`config.mk`:
```
export PLATFORM = sky130hd
export DESIGN_NAME = mem_read_mc
export DESIGN_NICKNAME = d
export VERILOG_FILES = /design/src/rtl/mem_read_mc.sv
export SDC_FILE = /design/constraint.sdc
export NUM_CORES = 2
export LEC_CHECK = 0
export CAP_MARGIN = 20
export CELL_PAD_IN_SITES_DETAIL_PLACEMENT = 1
export CELL_PAD_IN_SITES_GLOBAL_PLACEMENT = 1
export CORE_ASPECT_RATIO = 1.5
export CORE_MARGIN = 4
export CORE_UTILIZATION = 50
export DETAILED_ROUTE_END_ITERATION = 7
export PLACE_DENSITY_LB_ADDON = 0.12
export SETUP_SLACK_MARGIN = 0.5
export SLEW_MARGIN = 0
export SYNTH_ARGS = -nofsm -noshare
export SYNTH_HDL_FRONTEND = slang
export SYNTH_SLANG_ARGS = --single-unit
export TNS_END_PERCENT = 30
```
`constraint.sdc`:
```
create_clock -name i_clk -period 15.4 [get_ports i_clk]
set_clock_uncertainty 0.1 [all_clocks]
set_input_delay 4.62 -clock i_clk [delete_from_list [all_inputs] [get_ports i_clk]]
set_output_delay 4.62 -clock i_clk [all_outputs]
set_load 0.02 [all_outputs]
```
`src/rtl/mem_read_mc.sv`:
```
// rtl/mem_read_mc.sv - multi-channel AXI read-address scheduler and R-beat router
module mem_read_mc #(
    parameter int NUM_CH           = 2,
    parameter int FIFO_DEPTH       = 4,
    parameter int MAX_OUTSTANDING  = 4,
    parameter int ID_WIDTH         = 4,
    parameter int LINE_BYTE_OFFSET = 6,
    parameter int BURST_WRAP       = 1
) (
    input  logic                  i_clk,
    input  logic                  i_rst,
    input  logic [NUM_CH-1:0]     i_req_valid,
    output logic [NUM_CH-1:0]     o_req_ready,
    input  logic [32*NUM_CH-1:0]  i_req_addr,
    input  logic [32*NUM_CH-1:0]  i_req_va,
    input  logic [8*NUM_CH-1:0]   i_req_len,
    input  logic [3*NUM_CH-1:0]   i_req_size,
    input  logic [NUM_CH-1:0]     i_ch_stall,
    input  logic                  i_write_process,
    input  logic [31:0]           i_write_address,
    output logic                  o_arvalid,
    output logic [31:0]           o_araddr,
    output logic [7:0]            o_arlen,
    output logic [2:0]            o_arsize,
    output logic [1:0]            o_arburst,
    output logic [ID_WIDTH-1:0]   o_arid,
    input  logic                  i_arready,
    input  logic                  i_rvalid,
    input  logic [31:0]           i_rdata,
    input  logic                  i_rlast,
    input  logic [ID_WIDTH-1:0]   i_rid,
    output logic                  o_rready,
    output logic [NUM_CH-1:0]     o_resp_valid,
    output logic [31:0]           o_resp_data,
    output logic [31:0]           o_resp_addr,
    output logic [31:0]           o_resp_va,
    output logic                  o_resp_last,
    output logic [NUM_CH-1:0]     o_ch_empty,
    output logic                  o_err
);
    localparam int CW = (NUM_CH > 1) ? $clog2(NUM_CH) : 1;
    localparam int FW = $clog2(FIFO_DEPTH);
    localparam int OW = (MAX_OUTSTANDING > 1) ? $clog2(MAX_OUTSTANDING) : 1;
    localparam int OD = 1 << OW;
    localparam logic [FW:0] FONE = 1;
    localparam logic [OW:0] OONE = 1;
    localparam logic [OW:0] OMAX = MAX_OUTSTANDING[OW:0];
    localparam logic [7:0]  TMAX = MAX_OUTSTANDING[7:0];

    typedef struct packed {
        logic [31:0] addr;
        logic [31:0] va;
        logic [7:0]  len;
        logic [2:0]  size;
    } req_t;

    typedef enum logic {S_IDLE, S_ISSUE} state_t;

    state_t            state_q, state_d;
    logic [CW-1:0]     rr_q, rr_d, arch_q, arch_d;
    req_t              ar_q, ar_d;
    req_t              fifo_q [NUM_CH][FIFO_DEPTH];
    req_t              fifo_d [NUM_CH][FIFO_DEPTH];
    logic [FW:0]       fwp_q [NUM_CH], fwp_d [NUM_CH], frp_q [NUM_CH], frp_d [NUM_CH];
    req_t              out_q [NUM_CH][OD];
    req_t              out_d [NUM_CH][OD];
    logic [OW:0]       owp_q [NUM_CH], owp_d [NUM_CH], orp_q [NUM_CH], orp_d [NUM_CH];
    logic [7:0]        beat_q [NUM_CH], beat_d [NUM_CH];
    logic              err_q, err_d;
    logic [NUM_CH-1:0] empty_q, empty_d;

    logic [NUM_CH-1:0] fifo_full, elig, elig_ok, hit;
    req_t              head [NUM_CH];
    logic [OW:0]       ocnt [NUM_CH];
    logic [7:0]        total_out;
    logic              gnt_found, hit_any;
    logic [CW-1:0]     gnt_ch, cand, hit_ch;
    req_t              rhead;
    logic [31:0]       beat_off, wrap_mask, resp_addr, resp_va;
    logic              unused_write_low;

    assign unused_write_low = ^i_write_address[LINE_BYTE_OFFSET-1:0];

    // Queue status and issue eligibility per channel (write hazard is a cache-line compare)
    always_comb begin
        total_out = '0;
        for (int c = 0; c < NUM_CH; c++) begin
            fifo_full[c] = (fwp_q[c][FW] != frp_q[c][FW]) && (fwp_q[c][FW-1:0] == frp_q[c][FW-1:0]);
            head[c]      = fifo_q[c][frp_q[c][FW-1:0]];
            ocnt[c]      = owp_q[c] - orp_q[c];
            total_out    = total_out + 8'(ocnt[c]);
            elig[c]      = (fwp_q[c] != frp_q[c]) && !i_ch_stall[c] && (ocnt[c] < OMAX) &&
                           !(i_write_process &&
                             (i_write_address[31:LINE_BYTE_OFFSET] == head[c].addr[31:LINE_BYTE_OFFSET]));
        end
        elig_ok = elig & {NUM_CH{total_out < TMAX}};
    end

    // Round-robin pick: first eligible channel at or after the pointer
    always_comb begin
        gnt_found = 1'b0;
        gnt_ch    = '0;
        cand      = '0;
        for (int i = 0; i < NUM_CH; i++) begin
            cand = CW'((int'(rr_q) + i) % NUM_CH);
            if (!gnt_found && elig_ok[cand]) begin
                gnt_found = 1'b1;
                gnt_ch    = cand;
            end
        end
    end

    // R routing by RID and beat address generation from the outstanding head
    always_comb begin
        hit     = '0;
        hit_any = 1'b0;
        hit_ch  = '0;
        for (int c = 0; c < NUM_CH; c++) begin
            if (i_rid == ID_WIDTH'(c) && ocnt[c] != '0) begin
                hit[c]  = 1'b1;
                hit_any = 1'b1;
                hit_ch  = CW'(c);
            end
        end
        rhead     = out_q[hit_ch][orp_q[hit_ch][OW-1:0]];
        beat_off  = 32'(beat_q[hit_ch]) << rhead.size;
        wrap_mask = ((32'(rhead.len) + 32'd1) << rhead.size) - 32'd1;
        if (BURST_WRAP != 0 && rhead.len != 8'd0) begin
            resp_addr = (rhead.addr & ~wrap_mask) | ((rhead.addr + beat_off) & wrap_mask);
            resp_va   = (rhead.va & ~wrap_mask) | ((rhead.va + beat_off) & wrap_mask);
        end else begin
            resp_addr = rhead.addr + beat_off;
            resp_va   = rhead.va + beat_off;
        end
    end

    // Next state: queue pushes, AR FSM, outstanding bookkeeping, sticky error, empty flags
    always_comb begin
        state_d = state_q;
        rr_d    = rr_q;
        arch_d  = arch_q;
        ar_d    = ar_q;
        fifo_d  = fifo_q;
        fwp_d   = fwp_q;
        frp_d   = frp_q;
        out_d   = out_q;
        owp_d   = owp_q;
        orp_d   = orp_q;
        beat_d  = beat_q;
        err_d   = err_q | (i_rvalid & ~hit_any);
        empty_d = '0;

        for (int c = 0; c < NUM_CH; c++) begin
            if (i_req_valid[c] && !fifo_full[c]) begin
                fifo_d[c][fwp_q[c][FW-1:0]] = '{addr: i_req_addr[32*c +: 32], va: i_req_va[32*c +: 32],
                                                len: i_req_len[8*c +: 8], size: i_req_size[3*c +: 3]};
                fwp_d[c] = fwp_q[c] + FONE;
            end
        end

        case (state_q)
            S_IDLE: begin
                if (gnt_found) begin
                    ar_d    = head[gnt_ch];
                    arch_d  = gnt_ch;
                    state_d = S_ISSUE;
                end
            end
            S_ISSUE: begin
                if (i_arready) begin
                    frp_d[arch_q] = frp_q[arch_q] + FONE;
                    out_d[arch_q][owp_q[arch_q][OW-1:0]] = ar_q;
                    owp_d[arch_q] = owp_q[arch_q] + OONE;
                    rr_d    = (arch_q == CW'(NUM_CH - 1)) ? '0 : arch_q + CW'(1);
                    state_d = S_IDLE;
                end
            end
            default: state_d = S_IDLE;
        endcase

        if (i_rvalid && hit_any) begin
            if (i_rlast) begin
                beat_d[hit_ch] = 8'd0;
                orp_d[hit_ch]  = orp_q[hit_ch] + OONE;
            end else begin
                beat_d[hit_ch] = beat_q[hit_ch] + 8'd1;
            end
        end

        for (int c = 0; c < NUM_CH; c++) begin
            empty_d[c] = (fwp_d[c] == frp_d[c]) && (owp_d[c] == orp_d[c]) &&
                         !(state_d == S_ISSUE && arch_d == CW'(c));
        end
    end

    // Control state registers with synchronous reset
    always_ff @(posedge i_clk) begin
        if (i_rst) begin
            state_q <= S_IDLE;
            rr_q    <= '0;
            arch_q  <= '0;
            err_q   <= 1'b0;
            empty_q <= '1;
            for (int c = 0; c < NUM_CH; c++) begin
                fwp_q[c]  <= '0;
                frp_q[c]  <= '0;
                owp_q[c]  <= '0;
                orp_q[c]  <= '0;
                beat_q[c] <= '0;
            end
        end else begin
            state_q <= state_d;
            rr_q    <= rr_d;
            arch_q  <= arch_d;
            err_q   <= err_d;
            empty_q <= empty_d;
            fwp_q   <= fwp_d;
            frp_q   <= frp_d;
            owp_q   <= owp_d;
            orp_q   <= orp_d;
            beat_q  <= beat_d;
        end
    end

    // Payload storage; only meaningful where pointers say so, so no reset
    always_ff @(posedge i_clk) begin
        fifo_q <= fifo_d;
        out_q  <= out_d;
        ar_q   <= ar_d;
    end

    assign o_req_ready  = ~fifo_full;
    assign o_arvalid    = (state_q == S_ISSUE);
    assign o_araddr     = ar_q.addr;
    assign o_arlen      = ar_q.len;
    assign o_arsize     = ar_q.size;
    assign o_arburst    = (ar_q.len == 8'd0) ? 2'b00 : ((BURST_WRAP != 0) ? 2'b10 : 2'b01);
    assign o_arid       = ID_WIDTH'(arch_q);
    assign o_rready     = 1'b1;
    assign o_resp_valid = hit & {NUM_CH{i_rvalid}};
    assign o_resp_data  = i_rdata;
    assign o_resp_addr  = resp_addr;
    assign o_resp_va    = resp_va;
    assign o_resp_last  = i_rlast;
    assign o_ch_empty   = empty_q;
    assign o_err        = err_q;
endmodule

```
Word level (Yosys, flattened, before mapping)
Cells that the tools add are included.
{ "word_totals": {"ff_bits": 1321, "inputBits": 228, "output_inout_bits": 155, "wordCells": 278} }
{ "classes": {"n_addsub": 15, "order_cmp": 19, "n_eq_ne": 13, "n_shift": 2, "n_mux": 77, "bitwise": 26, "reduce_logical": 43} }
{ "op_table": {"columns": ["op", "n"], "rows": [
  ["2-to-1 mux 300 bit", 4],
  ["2-to-1 mux 75 bit", 12],
  ["bitwise mux 300 bit", 2],
  ["bitwise mux 600 bit", 1],
  ["binary-select mux 75 bit (select 2 bit)", 3],
  ["demux 75 bit (select 2 bit)", 3],
  ["demux 300 bit (select 1 bit)", 1],
  ["AND 32 bit", 4],
  ["adder 32 bit", 2],
  ["2-to-1 mux 32 bit", 2],
  ["OR 32 bit", 2],
  ["equality test 26 bit", 2],
  ["2-to-1 mux 3 bit", 13],
  ["2-to-1 mux 6 bit", 6],
  ["2-to-1 mux 8 bit", 4],
  ["inverter 32 bit", 1],
  ["<< shifter 8 x 3 -> 32 bit", 1],
  ["<< shifter 9 x 3 -> 32 bit", 1],
  ["subtractor 32 x 1 -> 32 bit, second input constant", 1],
  ["logical AND 1 bit", 27],
  ["bitwise mux 6 bit", 3],
  ["greater-or-equal comparator 3 bit, second input constant", 6],
  ["inverter 2 -> 3 bit", 6],
  ["AND 16 bit", 1],
  ["37 further kinds", 87]
]} }

Logic depth before layout (Yosys ltp)
{ "logic_depth": {"depth_word": 21, "depth_mapped": 32, "depth_no_buf": 23} }

Worst setup path after synthesis
OpenSTA, ideal clock, no wires.
{ "synth_path": {"path_type": "input to output", "from": "input i_rid[1]", "to": "output o_resp_addr[14]", "arrival_ns": 10.526, "t_required_ns": 10.680, "slack_ns": 0.154, "path_stages": 27, "n_path_buf": 9, "cell_sequence": "nor4b_2 o211a_4 a21oi_4 inv_6 buf_6 buf_6 buf_6 buf_2 buf_2 clkbuf_1 buf_2 buf_1 buf_2 mux4_2 nand2_1 nand2_1 inv_1 ha_1 a211o_1 nand2_1 ha_1 nand2_1 a2bb2oi_1 a311oi_4 nand4_4 o31a_1 o41ai_1"} }
{ "synth_via": {"elab_chain_cells": 18, "word_cells_on_any_way": 28, "classes_between": "3 x add/sub; 1 x eq/ne; 2 x shift; 14 x mux; 6 x bitwise; 2 x reduce/logical"} }
{ "synth_lines": {"columns": ["element", "line_no", "rtl"], "rows": [
  ["start: declaration", "31", "input logic [ID_WIDTH-1:0] i_rid,"],
  ["equality test 4 x 1 -> 1 bit (*)", "119", "if (i_rid == ID_WIDTH'(c) && ocnt[c] != '0) begin"],
  ["logical AND 1 bit (*)", "119", null],
  ["2-to-1 mux 1 bit (*)", "119", null],
  ["inverter 1 -> 2 bit (implied by the code) (*)", "125, 126", null],
  ["2-to-1 mux 3 bit (3 in series)", null, null],
  ["inverter 2 -> 3 bit (implied by the code)", "125", "rhead = out_q[hit_ch][orp_q[hit_ch][OW-1:0]];"],
  ["binary-select mux 75 bit (select 2 bit)", "125", null],
  ["2-to-1 mux 75 bit (implied by the code) (2 in series)", "125", null],
  ["adder 8 x 1 -> 9 bit", "127", "wrap_mask = ((32'(rhead.len) + 32'd1) << rhead.size) - 32'd1;"],
  ["<< shifter 9 x 3 -> 32 bit", "127", null],
  ["subtractor 32 x 1 -> 32 bit", "127", null],
  ["inverter 32 bit", "129", "resp_addr = (rhead.addr & ~wrap_mask) | ((rhead.addr + beat_off) & wrap_mask);"],
  ["AND 32 bit", "129", null],
  ["OR 32 bit", "129", null],
  ["2-to-1 mux 32 bit (*)", "128", "if (BURST_WRAP != 0 && rhead.len != 8'd0) begin"],
  ["end: declaration", "35", "output logic [31:0] o_resp_addr,"]
]} }
Every way passes the cells marked *; elsewhere a longest branch is shown, timed or not. The select of a mux whose other input is x is not followed.

Worst setup path after layout
{ "layout_path": {"from": "input i_rid[1]", "to": "output o_resp_va[20]"} }
{ "layout_via": {"elab_chain_cells": 18, "word_cells_on_any_way": 28, "classes_between": "3 x add/sub; 1 x eq/ne; 2 x shift; 14 x mux; 6 x bitwise; 2 x reduce/logical"} }
{ "layout_lines": {"columns": ["element", "line_no", "rtl"], "rows": [
  ["equality test 4 x 1 -> 1 bit (*)", "119", null],
  ["logical AND 1 bit (*)", "119", null],
  ["2-to-1 mux 1 bit (*)", "119", null],
  ["inverter 1 -> 2 bit (implied by the code) (*)", "125, 126", null],
  ["2-to-1 mux 3 bit (3 in series)", null, null],
  ["inverter 2 -> 3 bit (implied by the code)", "125", null],
  ["binary-select mux 75 bit (select 2 bit)", "125", null],
  ["2-to-1 mux 75 bit (implied by the code) (2 in series)", "125", null],
  ["adder 8 x 1 -> 9 bit", "127", null],
  ["<< shifter 9 x 3 -> 32 bit", "127", null],
  ["subtractor 32 x 1 -> 32 bit", "127", null],
  ["inverter 32 bit", "130", "resp_va = (rhead.va & ~wrap_mask) | ((rhead.va + beat_off) & wrap_mask);"],
  ["AND 32 bit", "130", null],
  ["OR 32 bit", "130", null],
  ["2-to-1 mux 32 bit (*)", "128", null],
  ["end: declaration", "36", "output logic [31:0] o_resp_va,"]
]} }
Marks and branches as above.

==> metrics.md <==
| Metric | Value |
|---|---|
| H-tree levels | `3` |
| Grt ovf | `0` |
| R2R depth | `12` |
| CP required | `10.68 ns` |
| Hpwl dp | `108,000 microns` |
| WHS Path Cells | `2` |
| CTS Buf Count | `116` |
| Final #Nets | `4,107` |
| Final Wtd Congestion | `0.846` |
| Crit-path cells | `clkdlybuf4s50_1 -> nor4b_2 -> buf_4 -> o211a_4 -> a21oi_4 -> inv_6 -> mux2i_4 -> buf_12 -> mux2i_1 -> a21oi_2 -> ha_1 -> a21o_1 -> a21oi_1 -> o21a_1 -> o21ai_0 -> buf_4 -> and2_1 -> a311o_1 -> a221o_1 -> buf_12 -> nand3_1 -> xnor2_1 -> clkdlybuf4s50_1` |
| CTS tree | `yes` |
| GRT Resource Usage Total | `27.5%` |
| Worst-Skew Late Latency | `0.73 ns` |
| Area of the die | `0.117 sq mm` |
| Finished Cell Area | `0.0653 sq mm` |
| Area grow syn2layout | `16.8%` |
| Startpoint types | `primary input` |
| Final setup vio count | `0` |
| Initial antenna violation count | `22` |
| Ys async rst share | `0%` |
| Worst path arrival time | `10.18 ns` |
| Clock buffer depth | `3` |
| Flop2flop setup slack | `8.83 ns` |
| Chip width | `281 microns` |
| DRC | `0` |
| Min-Delay Endpoint | `beat_q[15]` |
| Clock Sinks | `1,321` |
| Reg-to-Reg End | `ar_q[29]` |
| Worst Tran Pin Value | `1.09 ns` |
| Post-Place Cells | `5,147` |
| Initial core utilization | `50.2%` |
| Crit-path max FO | `21` |
| Period minus WS final | `14.90 ns` |
| Initial DRC count | `2,572` |
| R2R Path Start | `frp_q[0]` |
| Final max-slew violation count | `0` |
| Setup WS post-layout | `0.498 ns` |
| Sequential cell area fraction in the yosys report | `70.1%` |
| Crit-path max cell delay | `0.63 ns` |
| Unrepaired setup endpoints after global routing | `yes` |
| Mapped Area | `0.0559 sq mm` |
| CP Capture Type | `primary output` |
| Mean Syn Cell Area | `16.3 sq um` |
| Register area | `0.0392 sq mm` |
| Setup CP Type | `primary input to primary output` |
| Layout cell share with drive strength beyond 1 | `19.9%` |
| Final hold viol count | `0` |
| Worst Hold Launch | `beat_q[15]` |
| Worst hold margin | `0.372 ns` |
| Post-synthesis cell type count | `102` |
| Placed Area | `0.0613 sq mm` |
| Worst hold path type | `flop to flop` |
| Multi-input gate area | `0.0154 sq mm` |
| Power, Total | `8.06 mW` |
| Core box area | `0.111 sq mm` |
| Synth top cells by count | `edfxtp_1 (1,275), nand2_1 (324), mux4_2 (174)` |
| First-pass GRT wire length | `238,000 microns` |
| Fillers | `10,100` |
| Cells after Synth | `3,427` |
| Peak VDD IR | `0.000110 V` |
| Routed WL per cell | `29.9 microns` |
| Crit path max-delay cell type | `clkdlybuf4s50_1` |
| Power per Cell Area | `123 mW/mm^2` |
| Max-Cap Viols | `0` |
| Die Ht | `418 microns` |
| Clk slew on worst S/H paths | `0.07 ns` |
| Top_reg_cell synth | `edfxtp_1` |
| Top cells by area, synth | `edfxtp_1 (68%), mux4_2 (7.0%), mux2_2 (2.2%), nand2_1 (2.2%), mux2i_1 (1.9%)` |
| Synthesis-stage register bit count | `1,321` |
| Status | `finished clean` |
| Via density | `6.06` |
| Vias in the first global route | `35,700` |
| Root Driver | `clkbuf_16` |
| Post-synth top area share | `68.5%` |
| Slew HR | `25.2%` |
| IO Count | `383` |
| Yosys warns | `0` |
| Crit share post-route | `96.8%` |
| ANT nets after route | `0` |
| Max Fclk | `67.1 MHz` |
| Port bufs | `307` |
| Post-Layout Cell Count | `5,387` |
| Leading area contributor after synthesis | `edfxtp_1` |
| Hold_buf cts | `0` |
| Dpl ws | `0.106 ns` |
| Post-Route Setup TNS | `0 ns` |
| Cell leakage power | `21.7 nW` |
| Post-layout util | `58.7%` |
| Number of synthesized flops with an enable pin | `1,275` |
| Via Count | `32,700` |
| Final wirelength | `161,000 microns` |
| Count leader, synth | `edfxtp_1` |
| DRT Pass-1 Iters | `5` |
| # rows | `150` |
| Largest net degree at the start of global routing | `112` |
==> cells in the final DEF (no fill, tap or decap), types with 23 or more instances in the layout <==
cell,synthesis,layout
clkinv_2,0,32
a221oi_1,71,71
a21oi_1,97,90
o221ai_1,24,24
mux4_2,174,174
o21ai_0,61,59
mux2_2,111,111
clkbuf_16,0,117
xnor2_1,103,102
xor2_1,63,62
edfxtp_1,1275,1275
a211oi_1,24,23
inv_1,31,31
clkinv_1,1,27
nand3_1,164,164
nor2_1,111,110
buf_4,87,217
nand2_1,324,324
nor3_1,29,29
dfxtp_1,46,40
mux2i_1,104,100
ha_1,50,49
clkdlybuf4s50_1,0,282
==> cell type report <==
type,instances,share of cell area (%)
multi-input cells,1821,23.6
repair buffers,531,7.52
clock inverters,86,1.22
clock buffers,135,4.58
inverters,34,0.203
flip-flops and latches,1321,60.0
well taps,1444,2.76
diodes,15,0.0574
==> worst max path at each step <==
stage	start	depth (start not counted)	slack [ns]	endpoint
floorplan	i_rid[1]	28	0.60	o_resp_va[31]
global placement	i_rid[1]	22	0.20	o_resp_va[31]
detailed placement	i_rid[1]	22	0.11	o_resp_va[31]
CTS	i_rid[1]	21	0.46	o_resp_va[12]
global route	i_rid[1]	23	0.25	o_resp_va[20]
finish	i_rid[1]	23	0.50	o_resp_va[20]
==> sequential cells by signal, indices dropped and copies added (netlist names), 2 cells and up <==
register    flops
ar_q           32
beat_q         16
fifo_q        600
frp_q           6
fwp_q           6
o_araddr       32
o_arlen         8
o_arsize        3
o_ch_empty      2
orp_q           6
out_q         600
owp_q           6
==> where the power goes <==
group	internal [mW]	switching, mW
registers	4.17	0.124
logic	0.360	0.496
clock network	1.60	1.31
total	6.13	1.93
==> cell families after synthesis <==
family	after synthesis	share of synthesized area [%]
simple gates	776	6.62
flops	1321	70.1
xor+xnor	167	2.64
buf+inv	288	2.67
other cells	2	0.0134
mux	396	11.3
fa+ha+maj	56	1.30
compound gates	421	5.35
==> what timing repair did <==
item,in CTS,in global routing
buffers inserted,2,0
endpoints found under the setup margin,35,46
hold endpoints to repair,0,0
pin swaps,1,0
gates resized for setup,19,22
==> per-layer routing <==
layer  vias up  GRT usage (%)  wire (microns)
met3       244           4.16            9680
met1     17100           35.3           63200
met4        12           8.31            4520
met5         -              0              79
li1      14200              -               -
met2      1144           48.7           83800
==> worst max-delay path: cells and delay by family <==
family,cells,cell delay [ns]
AOI/OAI and AO/OA,9,1.87
xor gates and xnor gates,1,0.13
adders and majority gates,1,0.32
buffers and inverters,7,2.03
muxes,2,0.63
and+or+nand+nor,3,0.55
Note: power is estimated with default switching activity, not from simulation.
